[src/rtl/crc_pkg.sv]
// crc_pkg: CRC-8/SMBUS constants and the single-bit MSB-first CRC step shared by the serial and byte paths
package crc_pkg;
  localparam int CRC_WIDTH = 8;
  typedef logic [CRC_WIDTH-1:0] crc8_t;
  localparam crc8_t CRC8_POLY = 8'h07;
  localparam crc8_t CRC8_INIT = 8'h00;
  // Carried at 32 bits so any register width up to 32 can share it; w masks the live bits
  function automatic logic [31:0] crc_step(input logic [31:0] crc, input logic b, input logic [31:0] poly, input int w);
    logic fb;
    fb = crc[w-1] ^ b;
    return ((crc << 1) ^ (fb ? poly : 32'd0)) & ((32'd1 << w) - 32'd1);
  endfunction
endpackage

[src/rtl/crc8_serial.sv]
// crc8_serial: serial MSB-first CRC generator/checker, one bit per enabled clock.
// Defining CRC_BYTE_EN adds byte_en/din_byte to fold a whole byte in one cycle.
module crc8_serial
  import crc_pkg::*;
#(
  parameter int WIDTH = CRC_WIDTH,
  parameter logic [WIDTH-1:0] POLY = WIDTH'(CRC8_POLY),
  parameter logic [WIDTH-1:0] INIT = WIDTH'(CRC8_INIT)
) (
  input  logic             clk,
  input  logic             reset_n,
  input  logic             clr,
  input  logic             enable,
  input  logic             din,
`ifdef CRC_BYTE_EN
  input  logic             byte_en,
  input  logic [7:0]       din_byte,
`endif
  output logic [WIDTH-1:0] crc_out
);
  logic [WIDTH-1:0] ser, nxt;
  assign ser = WIDTH'(crc_step(32'(crc_out), din, 32'(POLY), WIDTH));
`ifdef CRC_BYTE_EN
  logic [WIDTH-1:0] byt;
  always_comb begin
    byt = crc_out;
    for (int k = 0; k < 8; k++) byt = WIDTH'(crc_step(32'(byt), din_byte[7-k], 32'(POLY), WIDTH));
  end
  assign nxt = byte_en ? byt : enable ? ser : crc_out;
`else
  assign nxt = enable ? ser : crc_out;
`endif
  always_ff @(posedge clk or negedge reset_n)
    if (!reset_n) crc_out <= INIT;
    else crc_out <= clr ? INIT : nxt;
endmodule

[config.mk]
export PLATFORM = sky130hd
export DESIGN_NAME = crc8_serial
export DESIGN_NICKNAME = d
export VERILOG_FILES = /design/src/rtl/crc_pkg.sv /design/src/rtl/crc8_serial.sv
export SDC_FILE = /design/constraint.sdc
export NUM_CORES = 1
export LEC_CHECK = 0
export ABC_AREA = 1
export BUFFER_PORTS_ARGS = -buffer_cell sky130_fd_sc_hd__buf_2
export CORE_AREA = 2 2 39 41
export DETAILED_ROUTE_END_ITERATION = 12
export DIE_AREA = 0 0 41 43
export PLACE_DENSITY_LB_ADDON = 0.25
export SLEW_MARGIN = 20
export SYNTH_ARGS = -nofsm -noshare
export SYNTH_HDL_FRONTEND = slang
export SYNTH_SLANG_ARGS = --single-unit
export TNS_END_PERCENT = 20
[constraint.sdc]
create_clock -name clk -period 2.3 [get_ports clk]
set_clock_uncertainty 0.1 [all_clocks]
set_input_delay 0.46 -clock clk [delete_from_list [all_inputs] [get_ports clk]]
set_output_delay 0.46 -clock clk [all_outputs]
set_load 0.005 [all_outputs]
* Word-level counts from Yosys, hierarchy flattened
Index checks and enable logic that the tools add are counted.
** Storage, ports and cells
- Bits in registers :: 8
- Input bits :: 5
- Output and inout bits :: 8
- Word-level logic and storage cells :: 7
** Cells by class
- Mux-type cells :: 3
- Bitwise operators :: 2
- Reduce and logical (&&, ||, !) cells :: 1
** Operators with widths (number)
- $mux 8 :: 2
- $xor 8x3->8 :: 1
- $mux 3 :: 1
- $reduce_bool 2->1 :: 1
- $xor 1x1->1 :: 1

* Depth between registers and ports, before layout
- Word-level depth :: 5
- Mapped depth :: 5
- Gate-level depth less buffers :: 5

* Least setup slack after synthesis
OpenSTA, ideal clock, no wires.
- Path kind :: input port to flip-flop
- Start point :: input clr
- End point :: register crc_out[5]
- Library setup time :: 0.082 ns
- Data arrival time :: 0.780 ns
- Data required time :: 2.118 ns
- Slack :: 1.338 ns
- Stages :: 3
- Buffers on the path :: 0
- Path through :: nor2_2 > inv_1 > o22ai_1
** On the way
- Cells in the longest elaborated chain, start to end :: 1
- Elaborated cells between the ends (all ways) :: 2
- Those cells by class :: mux: 1; reduce/logical: 1
** RTL lines
- start: declaration :: line crc8_serial.sv:12 : input logic clr,
- $mux 8 / $reduce_bool 2->1 (equally long branches)
- end signal: assignment :: line crc8_serial.sv:35 : else crc_out <= clr ? INIT : nxt;
- end: declaration :: line crc8_serial.sv:19 : output logic [WIDTH-1:0] crc_out
Several ways; a longest one is shown, not always the timed one.
A chain may end at the register's enable or synchronous reset.

* Final worst setup path
- Start point :: register crc_out[1]
- End point :: output crc_out[1]
No word-level cell between the ends.

==> summary.txt <==
Status
  • Status: complete, no violations

Floorplanning
  • Die Area: 1763 µm²
  • Die X: 41 µm
  • I/O pin cnt: 13
  • Rows: 14
  • Die Ht: 43 µm
  • Initial Utilization: 26.31%
  • Core ar.: 1384 µm²

Critical path
  • CP startpoint kind: flip-flop
  • Worst path slowest cell: dfrtp_1
  • CP arrival: 0.79 ns
  • Setup CP Type: flip-flop to primary output
  • CP Cell Sequence: buf_2
  • Max incr delay on CP: 0.40 ns
  • WP buf/inv: 1
  • Worst-path fanout max: 4
  • Top Family by Delay on Critical Path: flip-flops
  • CP endpoint kind: primary output
  • Worst Path Required: 1.74 ns

Global route
  • Initial antenna violation count: 0
  • Largest net degree at the start of global routing: 9
  • First-pass GRT wire length: 1.221 mm
  • Grt ovf: 0
  • Vias in the first global route: 293
  • All-Layer GR Usage: 10.76%

Layout
  • Commonest cells after routing, fill and taps aside: 12 x buf_2, 9 x inv_1, 9 x nand2_1, 8 x dfrtp_1, 6 x nand3_1
  • Max reg flops: 8
  • Most common cell after layout, fill and taps aside: buf_2
  • Final Util: 34.45%
  • Most flops, register: crc_out
  • Filler cell count: 149
  • Layout cells sized above 1: 34.48%
  • Nets@finish: 65
  • Layout area overhead: 30.93%
  • Antenna Cells: 0
  • Area of the multi-input gates: 126.4 µm²
  • FF/Latch Area: 200.2 µm²
  • Biggest regs: crc_out: 8 flops

Route
  • Via-to-Cell Ratio: 4.297
  • DRC viols: 0
  • 1st-pass router iterations: 4
  • DR iter-0 viols: 2
  • WL final: 728 µm
  • ANT nets after route: 0
  • WL/cell: 9.838 µm
  • Total number of vias: 318

STA
  • Setup_tns: 0 ns
  • Rel. slew slack: 85.76%
  • Final hold viol count: 0
  • Actual slew at the worst max-slew pin: 0.2133 ns
  • Post-route clock period utilization: 58.80%
  • Fin crit period: 1.352 ns
  • Fmax: 739.4 MHz
  • Final Max Slew Viols: 0
  • Worst setup margin: 0.9476 ns
  • Final setup fails: 0
  • RSZ-0062 raised after global routing: no

Clock tree
  • Clock tree buffer depth: 2
  • Setup Buffers After CTS: 0
  • CTS root buf: clkbuf_4
  • CTS Buf Count: 3
  • Insertion delay to the later sink of the worst-skew pair: 0.25 ns
  • Clock-pin slew on the worst setup and hold paths: 0.06 ns
  • CTS tree: built
  • CTS Sinks: 8
  • CTS H-tree depth: 1

Synthesis
  • Synth Register Bits: 8
  • Register area share after synthesis: 54.98%
  • Synth unique cells: 10
  • Synth top area cells: dfrtp_1 55%, inv_1 9.3%, nand2_1 9.3%
  • Gate Count Post-Synth: 42
  • Mapped Avg Cell Area: 8.669 µm²
  • Synth top area share: 54.98%
  • Yosys top cell by area: dfrtp_1
  • Yosys warnings: 0
  • Mapped Area: 364.1 µm²
  • Syn Nets: 47

Placed design
  • Worst slack, placed: 1.138 ns
  • Detailed Place HPWL: 537.5 µm
  • PortBufs: 12
  • Gpl congestion: 0.7290

Min path
  • Worst min-delay path category: primary input to flip-flop

Power
  • Power Density: 604.1 nW/µm²
  • Total power: 288.0 µW
  • Peak VDD IR: 290.5 µV
  • Leak: 0.0002583 µW

Job
  • MaxCap Viol Count: 0
## worst paths after layout
check / start / depth (start not counted) / slack, ns / end
worst max-delay path: crc_out[1]$_DFFE_PN0P_ / 1 / 0.95 / crc_out[1]
worst min-delay path: clr / 4 / 0.38 / crc_out[1]$_DFFE_PN0P_
worst max register to register: crc_out[7]$_DFFE_PN0P_ / 5 / 1.29 / crc_out[2]$_DFFE_PN0P_
worst min register to register: crc_out[2]$_DFFE_PN0P_ / 2 / 0.42 / crc_out[2]$_DFFE_PN0P_
max in group asynchronous: reset_n / 2 / 1.43 / crc_out[7]$_DFFE_PN0P_
min in group asynchronous: reset_n / 2 / 0.50 / crc_out[3]$_DFFE_PN0P_
## cell usage after synthesis
library cell  number
inv_1              9
nand3b_1           1
nand2_1            9
nand2_2            1
dfrtp_1            8
inv_2              1
nand3_1            6
o21ai_2            2
nor2_2             1
o22ai_1            4
## layout make-up
cell class | count | share of cell area, %
timing repair buffer | 13 | 14.70
inverter | 10 | 7.874
multi-input combinational | 24 | 26.51
sequential | 8 | 41.99
tap | 16 | 4.199
clock buffer | 3 | 4.724
## layer usage
metal | routed length (µm) | up-vias | global-route usage, % | share of wire, %
met1 | 355 | 135 | 15.33 | 49
met3 | 63 | 2 | 3.141 | 8.7
met4 | 13 | 0 | 8.000 | 1.8
li1 | - | 168 | - | -
met2 | 295 | 13 | 13.13 | 41
met5 | 0 | - | 0 | 0
## cell families after synthesis
kind of cell	synth area share, %
flip-flops	54.98
AO/OA/AOI/OAI	11.68
AND/OR/NAND/NOR	23.03
buffers and inverters	10.31
## per-stage QoR
stage | area, µm² | hold slack, ns | instances
5_1_grt | 476.7 | 0.3806 | 74
3_5_place_dp | 444.2 | 0.2168 | 70
6_report | 476.7 | 0.3754 | 74
4_1_cts | 476.7 | 0.3643 | 74
2_1_floorplan | 364.1 | 0.06441 | 42
3_3_place_gp | 444.2 | 0.2096 | 70
## power by group
| part | switching, µW | internal [µW] | total, µW |
|---|---|---|---|
| clock | 47.5 | 59.7 | 107 |
| combinational | 18.6 | 13.1 | 31.7 |
| sequential | 3.43 | 146 | 149 |
| total | 69.5 | 218 | 288 |
## repair_timing
item,4_1_cts,5_1_grt
resized for setup,0,0
endpoints found under the setup margin,0,0
hold buffers,1,0
endpoints found under the hold margin,8,0
(Power assumes the default switching activity.)
